**config.mk**
```make
export PLATFORM = sky130hd
export DESIGN_NAME = sram_interface
export DESIGN_NICKNAME = d
export VERILOG_FILES = /design/src/rtl/sram_interface.sv
export SDC_FILE = /design/constraint.sdc
export NUM_CORES = 1
export LEC_CHECK = 0
export ABC_AREA = 0
export BUFFER_PORTS_ARGS = -buffer_cell sky130_fd_sc_hd__buf_2
export CORE_AREA = 2 2 80 82
export DETAILED_ROUTE_END_ITERATION = 12
export DIE_AREA = 0 0 82 84
export PLACE_DENSITY = 0.75
export REMOVE_ABC_BUFFERS = 1
export SYNTH_ARGS = -nofsm -noshare
export SYNTH_HDL_FRONTEND = slang
export SYNTH_SLANG_ARGS = --single-unit
```
**constraint.sdc**
```tcl
create_clock -name CLK_48MHZ -period 1.5 [get_ports CLK_48MHZ]
set_input_delay 0.225 -clock CLK_48MHZ [delete_from_list [all_inputs] [get_ports CLK_48MHZ]]
set_output_delay 0.225 -clock CLK_48MHZ [all_outputs]
set_load 0.01 [all_outputs]
```
**src/rtl/sram_interface.sv**
```systemverilog
// Strobe sequencer between the memory controller and a pair of asynchronous SRAM chips.
// One command is executed per handshake; the controller must return CMD_IN to idle to re-arm.
module sram_interface #(
    parameter int WE_CYCLES = 3,
    parameter int RD_CYCLES = 3
) (
    input  logic        CLK_48MHZ,
    input  logic        RESET,
    input  logic [1:0]  CMD_IN,
    input  logic [17:0] ADDRESS_IN,
    input  logic        CHIP_SELECT_IN,
    input  logic [15:0] DATA_IN,
    output logic        SRAM_STATUS,
    output logic [15:0] READ_DATA,
    output logic        READ_VALID,
    output logic [17:0] SRAM_ADDR,
    output logic        SRAM_CE0_N,
    output logic        SRAM_CE1_N,
    output logic        SRAM_WE_N,
    output logic        SRAM_OE_N,
    output logic [15:0] SRAM_DQ_OUT,
    output logic        SRAM_DQ_OE,
    input  logic [15:0] SRAM_DQ_IN
);

    localparam logic [1:0] CMD_IDLE  = 2'b00;
    localparam logic [1:0] CMD_READ  = 2'b01;
    localparam logic [1:0] CMD_WRITE = 2'b10;

    localparam int MAX_CYCLES = (WE_CYCLES > RD_CYCLES) ? WE_CYCLES : RD_CYCLES;
    localparam int CNT_W      = (MAX_CYCLES > 1) ? $clog2(MAX_CYCLES + 1) : 1;
    localparam logic [CNT_W-1:0] WE_LAST = CNT_W'(WE_CYCLES - 1);
    localparam logic [CNT_W-1:0] RD_LAST = CNT_W'(RD_CYCLES - 1);

    typedef enum logic [2:0] {
        IDLE,
        W_SETUP,
        W_PULSE,
        W_HOLD,
        R_SETUP,
        R_WAIT,
        R_CAPTURE,
        RELEASE
    } state_t;

    state_t             state;
    state_t             next_state;
    logic [CNT_W-1:0]   cnt;
    logic [CNT_W-1:0]   next_cnt;
    logic               load;
    logic               is_write_cmd;
    logic [17:0]        addr;
    logic               cs;
    logic [15:0]        wdata;
    logic               next_cs;
    logic               next_sel;
    logic               next_ce0_n;
    logic               next_ce1_n;
    logic               next_we_n;
    logic               next_oe_n;
    logic               next_dq_oe;
    logic               next_status;
    logic               ce0_n;
    logic               ce1_n;
    logic               we_n;
    logic               oe_n;
    logic               dq_oe;
    logic               status;
    logic [15:0]        read_data;
    logic               read_valid;

    // Next-state logic; pin levels are decoded from the next state so every SRAM strobe
    // leaves a flop and cannot glitch.
    always_comb begin
        next_state   = state;
        next_cnt     = '0;
        load         = 1'b0;
        is_write_cmd = 1'b0;
        case (state)
            IDLE: begin
                if (CMD_IN == CMD_WRITE) begin
                    next_state   = W_SETUP;
                    load         = 1'b1;
                    is_write_cmd = 1'b1;
                end else if (CMD_IN == CMD_READ) begin
                    next_state = R_SETUP;
                    load       = 1'b1;
                end
            end
            W_SETUP:   next_state = W_PULSE;
            W_PULSE: begin
                if (cnt == WE_LAST) begin
                    next_state = W_HOLD;
                end else begin
                    next_cnt = cnt + 1'b1;
                end
            end
            W_HOLD:    next_state = RELEASE;
            R_SETUP:   next_state = R_WAIT;
            R_WAIT: begin
                if (cnt == RD_LAST) begin
                    next_state = R_CAPTURE;
                end else begin
                    next_cnt = cnt + 1'b1;
                end
            end
            R_CAPTURE: next_state = RELEASE;
            RELEASE: begin
                if (CMD_IN == CMD_IDLE) begin
                    next_state = IDLE;
                end
            end
            default:   next_state = IDLE;
        endcase

        next_cs     = load ? CHIP_SELECT_IN : cs;
        next_sel    = (next_state != IDLE) && (next_state != RELEASE);
        next_ce0_n  = !(next_sel && !next_cs);
        next_ce1_n  = !(next_sel && next_cs);
        next_we_n   = (next_state != W_PULSE);
        next_oe_n   = !((next_state == R_WAIT) || (next_state == R_CAPTURE));
        next_dq_oe  = (next_state == W_SETUP) || (next_state == W_PULSE) ||
                      (next_state == W_HOLD);
        next_status = (next_state != IDLE);
    end

    always_ff @(posedge CLK_48MHZ) begin
        if (!RESET) begin
            state      <= IDLE;
            cnt        <= '0;
            addr       <= '0;
            cs         <= 1'b0;
            wdata      <= '0;
            ce0_n      <= 1'b1;
            ce1_n      <= 1'b1;
            we_n       <= 1'b1;
            oe_n       <= 1'b1;
            dq_oe      <= 1'b0;
            status     <= 1'b0;
            read_data  <= '0;
            read_valid <= 1'b0;
        end else begin
            state  <= next_state;
            cnt    <= next_cnt;
            ce0_n  <= next_ce0_n;
            ce1_n  <= next_ce1_n;
            we_n   <= next_we_n;
            oe_n   <= next_oe_n;
            dq_oe  <= next_dq_oe;
            status <= next_status;
            if (load) begin
                addr <= ADDRESS_IN;
                cs   <= CHIP_SELECT_IN;
            end
            if (is_write_cmd) begin
                wdata <= DATA_IN;
            end
            // Sample the bus at the end of the last OE-low cycle; the valid pulse lines up
            // with the new READ_DATA value.
            read_valid <= (state == R_CAPTURE);
            if (state == R_CAPTURE) begin
                read_data <= SRAM_DQ_IN;
            end
        end
    end

    assign SRAM_STATUS = status;
    assign READ_DATA   = read_data;
    assign READ_VALID  = read_valid;
    assign SRAM_ADDR   = addr;
    assign SRAM_CE0_N  = ce0_n;
    assign SRAM_CE1_N  = ce1_n;
    assign SRAM_WE_N   = we_n;
    assign SRAM_OE_N   = oe_n;
    assign SRAM_DQ_OUT = wdata;
    assign SRAM_DQ_OE  = dq_oe;

endmodule

```
# Yosys cells after proc, flatten, opt, wreduce, memory -nomap -nowiden
# Cells that the tools add are included.
# classes
n_addsub,1
n_eq_ne,17
n_mux,12
bitwise,2
reduce_logical,16
# op_table
op,count
3-bit one-hot mux with 7 select lines,1
"3-bit equality test, second input constant",6
3-bit two-way mux,5
"3-bit by 2-bit equality test with 1-bit output, second input constant",4
"3-bit by 1-bit equality test with 1-bit output, second input constant",2
1-bit two-way mux,6
"2-bit equality test, second input constant",2
1-bit zero test,4
2-bit OR reduction,2
1-bit logical AND,3
3-bit zero test,1
1-bit logical OR,3
"3-bit by 2-bit != test with 1-bit output, second input constant",1
"3-bit != test, second input constant",1
3-bit nonzero test,1
3-bit OR reduction,1
"2-bit by 1-bit adder with 2-bit output, second input constant",1
"2-bit by 1-bit equality test with 1-bit output, second input constant",1
2-bit zero test,1
1-bit NOT,2
# totals
regBits,63
word_cells,61

# Longest topological paths before layout
# depth
ltp_word,8
depth_mapped,7

# Worst setup path before layout
# Ideal clock, no wire load.
# synth_path
kind,input -> register
startpoint,input port CMD_IN[0]
endpoint,"register ce0_n, in the netlist SRAM_CE0_N"
setup_time_ns,0.127
arrival_time_ns,1.533
required_time_ns,1.373
setup_slack_ns,-0.160
stages,5
n_path_buf,0
cell_sequence,inv_1 -> ha_1 -> nor4b_4 -> mux2i_1 -> or3b_1
# synth_between
elab_chain_len,8
# synth_lines
item,line,text
start: declaration,9,"input logic [1:0] CMD_IN,"
2-bit by 1-bit equality test with 1-bit output,85,end else if (CMD_IN == CMD_READ) begin
3-bit two-way mux or 1-bit two-way mux (tied branches),85,
3-bit two-way mux or 1-bit two-way mux (tied branches),81,if (CMD_IN == CMD_WRITE) begin
3-bit one-hot mux with 7 select lines or 1-bit two-way mux (tied branches),79,case (state)
3-bit != test (tied with other cells),117,next_sel = (next_state != IDLE) && (next_state != RELEASE);
1-bit logical AND or 1-bit zero test (tied branches),"117, 118",
1-bit logical AND *,118,next_ce0_n = !(next_sel && !next_cs);
1-bit zero test *,118,
end signal: assignment,145,ce0_n <= next_ce0_n;
end: declaration,63,logic ce0_n;
# Mark *: on every way between the ends. The rest lies on a longest branch, timed or not.
# A chain may end at the register's enable or synchronous reset.

# Final worst setup path
# layout_path
startpoint,register state[2]
endpoint,"register we_n, in the netlist SRAM_WE_N"
# layout_between
elab_chain_len,4
# layout_lines
item,line,text
start: declaration,46,state_t state;
start signal: assignment,143,state <= next_state;
3-bit equality test (tied with other cells),79,
2-bit OR reduction (no line) or 3-bit two-way mux (tied branches),-,
3-bit one-hot mux with 7 select lines *,79,
3-bit by 2-bit != test with 1-bit output *,120,next_we_n = (next_state != W_PULSE);
end signal: assignment,147,we_n <= next_we_n;
end: declaration,65,logic we_n;
# Marks and branches as above.

==> results.py <==
metrics = {
    "die": {
        "fp.dieH_um": 84,
        "pin_count": 112,
        "die_area_um2": 6890,
        "dieWidth_um": 82,
        "start_util_pct": 39.7,
        "std_cell_rows": 29,
        "core-area_um2": 6100,
    },
    "cts": {
        "cts_tree": "done",
        "clockRootBuffer": "clkbuf_8",
        "cts_buffers": 9,
        "clkSinkCount": 63,
        "h-tree-depth": 3,
        "path_clk_slew_ns": 0.07,
        "clk_latency_ns": 0.33,
        "cts_max_path_buffers": 2,
    },
    "logic_synthesis": {
        "syn_area_um2": 2420,
        "yosysWarnings": 0,
        "synth_seq_cells": 63,
        "syn_avg_cell_area_um2": 8.46,
        "synthCells": 286,
        "synth_cell_types": 35,
        "synth_top_area_share_pct": 52.1,
        "yosys.area.top_type": "dfxtp_1",
        "yosysSeqAreaShare_pct": 52.1,
        "ys_top_cells_by_area": "dfxtp_1, nand2_1, a21boi_0, a21oi_1, clkbuf_1",
    },
    "setup_path": {
        "critPathKind": "flop to flop",
        "cp_slowest_cell": "or3b_2",
        "path_max_fanout": 4,
        "max_stage_delay_ns": 0.47,
        "ff2ff_setup_slack_ns": 0.01,
        "worstPathArrival_ns": 1.71,
        "cp-end-kind": "flop",
        "startpoint_type": "flop",
        "worstPathRequired_ns": 1.73,
        "crit_chain": "buf_4 -> or3b_2 -> o211a_1 -> a211o_1",
    },
    "worst_hold_path": {
        "min_path_type": "input pin to flop",
    },
    "sta": {
        "setup_violations": 0,
        "period_minus_slack_ns": 1.49,
        "grt_setup_unrepaired": "yes",
        "skew_ns": 0.00677,
        "slew_headroom_pct": 79.5,
        "tightest_slew_ns": 0.306,
        "whs_ns": 0.122,
        "slew_violations": 0,
        "clock.fmax_mhz": 672,
        "report.final.hold_viol_count": 0,
        "period_share_pct": 99.2,
    },
    "grt": {
        "grt_pass1_vias": 2182,
        "grt_max_degree": 32,
        "grt_first_pass_wirelength_um": 9400,
        "grt_overflow_total": 0,
        "antenna_found_initial": 0,
        "track_usage_pct": 17.6,
    },
    "drt": {
        "firstDrtPassIters": 4,
        "route.detailed.drc": 0,
        "wl_per_cell_um": 12.4,
        "viasPerCell": 4.68,
        "wirelength_um": 6070,
        "drt_iter0_markers": 71,
        "antenna_left": 0,
        "vias": 2295,
    },
    "power_and_ir_drop": {
        "ir_drop_uv": 520,
        "p_leak_nw": 1.58,
        "cellPowerDensity_nw_per_um2": 1260,
    },
    "cells_and_area": {
        "insertedDiodeCount": 0,
        "nets": 467,
        "syn_to_final_growth_pct": 42.1,
        "fin_cells": 490,
        "final_core_util_pct": 56.4,
        "drive_gt1_share_pct": 38.7,
    },
    "placement": {
        "io_buffer_count": 111,
        "placedCellCount": 472,
        "hpwlAfterDp_um": 4240,
        "globalplace.congestion": 0.776,
    },
    "run": {
        "drv_cap": 0,
    },
    "status": {
        "status": "finished clean",
    },
}
routing by layer:
metal / track usage (%) / share of wire [%] / vias up
met5: 0 / 0 / -
met4: 8.79 / 2.0 / 0
met3: 4.33 / 4.1 / 11
met2: 30.7 / 51 / 47
met1: 19.3 / 43 / 1051
li1: - / - / 1186
power breakdown:
| group | total (W) | leakage (nW) | switching, W | internal (W) |
|---|---|---|---|---|
| combinational | 0.000820 | 0.950 | 0.000435 | 0.000384 |
| sequential | 0.00189 | 0.515 | 0.0000763 | 0.00181 |
| clock | 0.00162 | 0.116 | 0.000645 | 0.000975 |
| total | 0.00433 | 1.58 | 0.00116 | 0.00317 |
synth_stat cells, drive strengths merged:
cell,n
o211a,1
and3b,1
or3b,2
nor4b,3
inv,4
a21oi,28
nand2,101
nand4,2
o21ai,4
nor3b,3
nand3b,2
dfxtp,63
o211ai,1
nor4,1
clkbuf,15
or4b,2
ha,4
a21o,1
nor2b,2
o21bai,1
and2,2
buf,6
or4,1
nand3,2
a21boi,25
or2,1
a22oi,1
mux2i,1
nor2,4
a211o,1
or3,1
logic make-up (layout without fill, tap and decap cells):
| family | after synthesis | after routing | synth area share [%] |
|---|---|---|---|
| flip-flops | 63 | 63 | 52.1 |
| AND/OR/NAND/NOR | 130 | 130 | 24.8 |
| adder cells (fa/ha/maj) | 4 | 4 | 2.07 |
| multiplexers | 1 | 1 | 0.414 |
| AO/OA/AOI/OAI | 63 | 63 | 16.4 |
| buffers and inverters | 25 | 152 | 4.19 |
timing repair:
| item | 4_1_cts | 5_1_grt |
|---|---|---|
| pin swaps | 0 | 1 |
| hold buffers | 0 | 0 |
| resized for setup | 3 | 15 |
| setup endpoints to repair | 17 | 19 |
| buffers inserted | 0 | 1 |
| hold endpoints to repair | 0 | 0 |
| gates cloned | 0 | 1 |
registers in the layout, summed over array words and instances (netlist names):
| name | count |
|---|---|
| SRAM_WE_N | 1 |
| SRAM_DQ_OUT | 16 |
| SRAM_DQ_OE | 1 |
| cnt | 2 |
| SRAM_OE_N | 1 |
| READ_VALID | 1 |
| READ_DATA | 16 |
| SRAM_STATUS | 1 |
| state | 3 |
| SRAM_ADDR | 18 |
| cs | 1 |
| SRAM_CE0_N | 1 |
| SRAM_CE1_N | 1 |
metrics by stage:
stage / setup WS [ns] / setup TNS, ns / instance area, um^2 / total power (W)
global route: -0.0343 / -0.270 / 3440 / 0.00455
CTS: 0.00908 / 0 / 3390 / 0.00435
floorplan: -0.378 / -2.90 / 2330 / 0.00232
global placement: -0.126 / -2.99 / 3160 / 0.00270
detailed placement: -0.170 / -4.27 / 3160 / 0.00271
finish: 0.0123 / 0 / 3440 / 0.00433
layout make-up:
type	instances	area, um^2
Fill cell	568	2660
Sequential cell	63	1270
Multi-Input combinational cell	198	1080
Timing Repair Buffer	132	754
Clock buffer	10	138
Tap cell	77	96.3
Clock inverter	6	83.8
Inverter	4	15.0
critical path, delay by kind of cell, from the launching register on:
kind,cells,cell delay (ns)
and+or+nand+nor,1,0.47
AOI/OAI and AO/OA,2,0.41
DFF,1,0.36
buffers and inverters,1,0.14
layout by cell type, fill, tap and decap left out, types with 3 or more instances in the layout:
cell      synthesis  layout
dfxtp_1          63      60
nand2_1         101     101
clkinv_2          0       3
nor3b_1           3       3
a21oi_1          28      26
buf_12            0       3
buf_4             0      17
buf_2             6     111
ha_1              4       4
o21ai_0           4       4
inv_1             4       4
clkbuf_8          0      10
nor2_1            4       3
a21boi_1          0       4
a21boi_0         25      20
worst paths after layout:
kind,cells past startpoint,end,from
worst max-delay path,4,SRAM_WE_N$_SDFF_PN1_,state[2]$_SDFF_PN0_
worst min-delay path,3,SRAM_ADDR[17]$_SDFFE_PN0P_,ADDRESS_IN[17]
worst max register to register,4,SRAM_WE_N$_SDFF_PN1_,state[2]$_SDFF_PN0_
worst min register to register,1,cnt[0]$_SDFF_PP0_,cnt[0]$_SDFF_PP0_
Note: power is estimated with default switching activity, not from simulation.
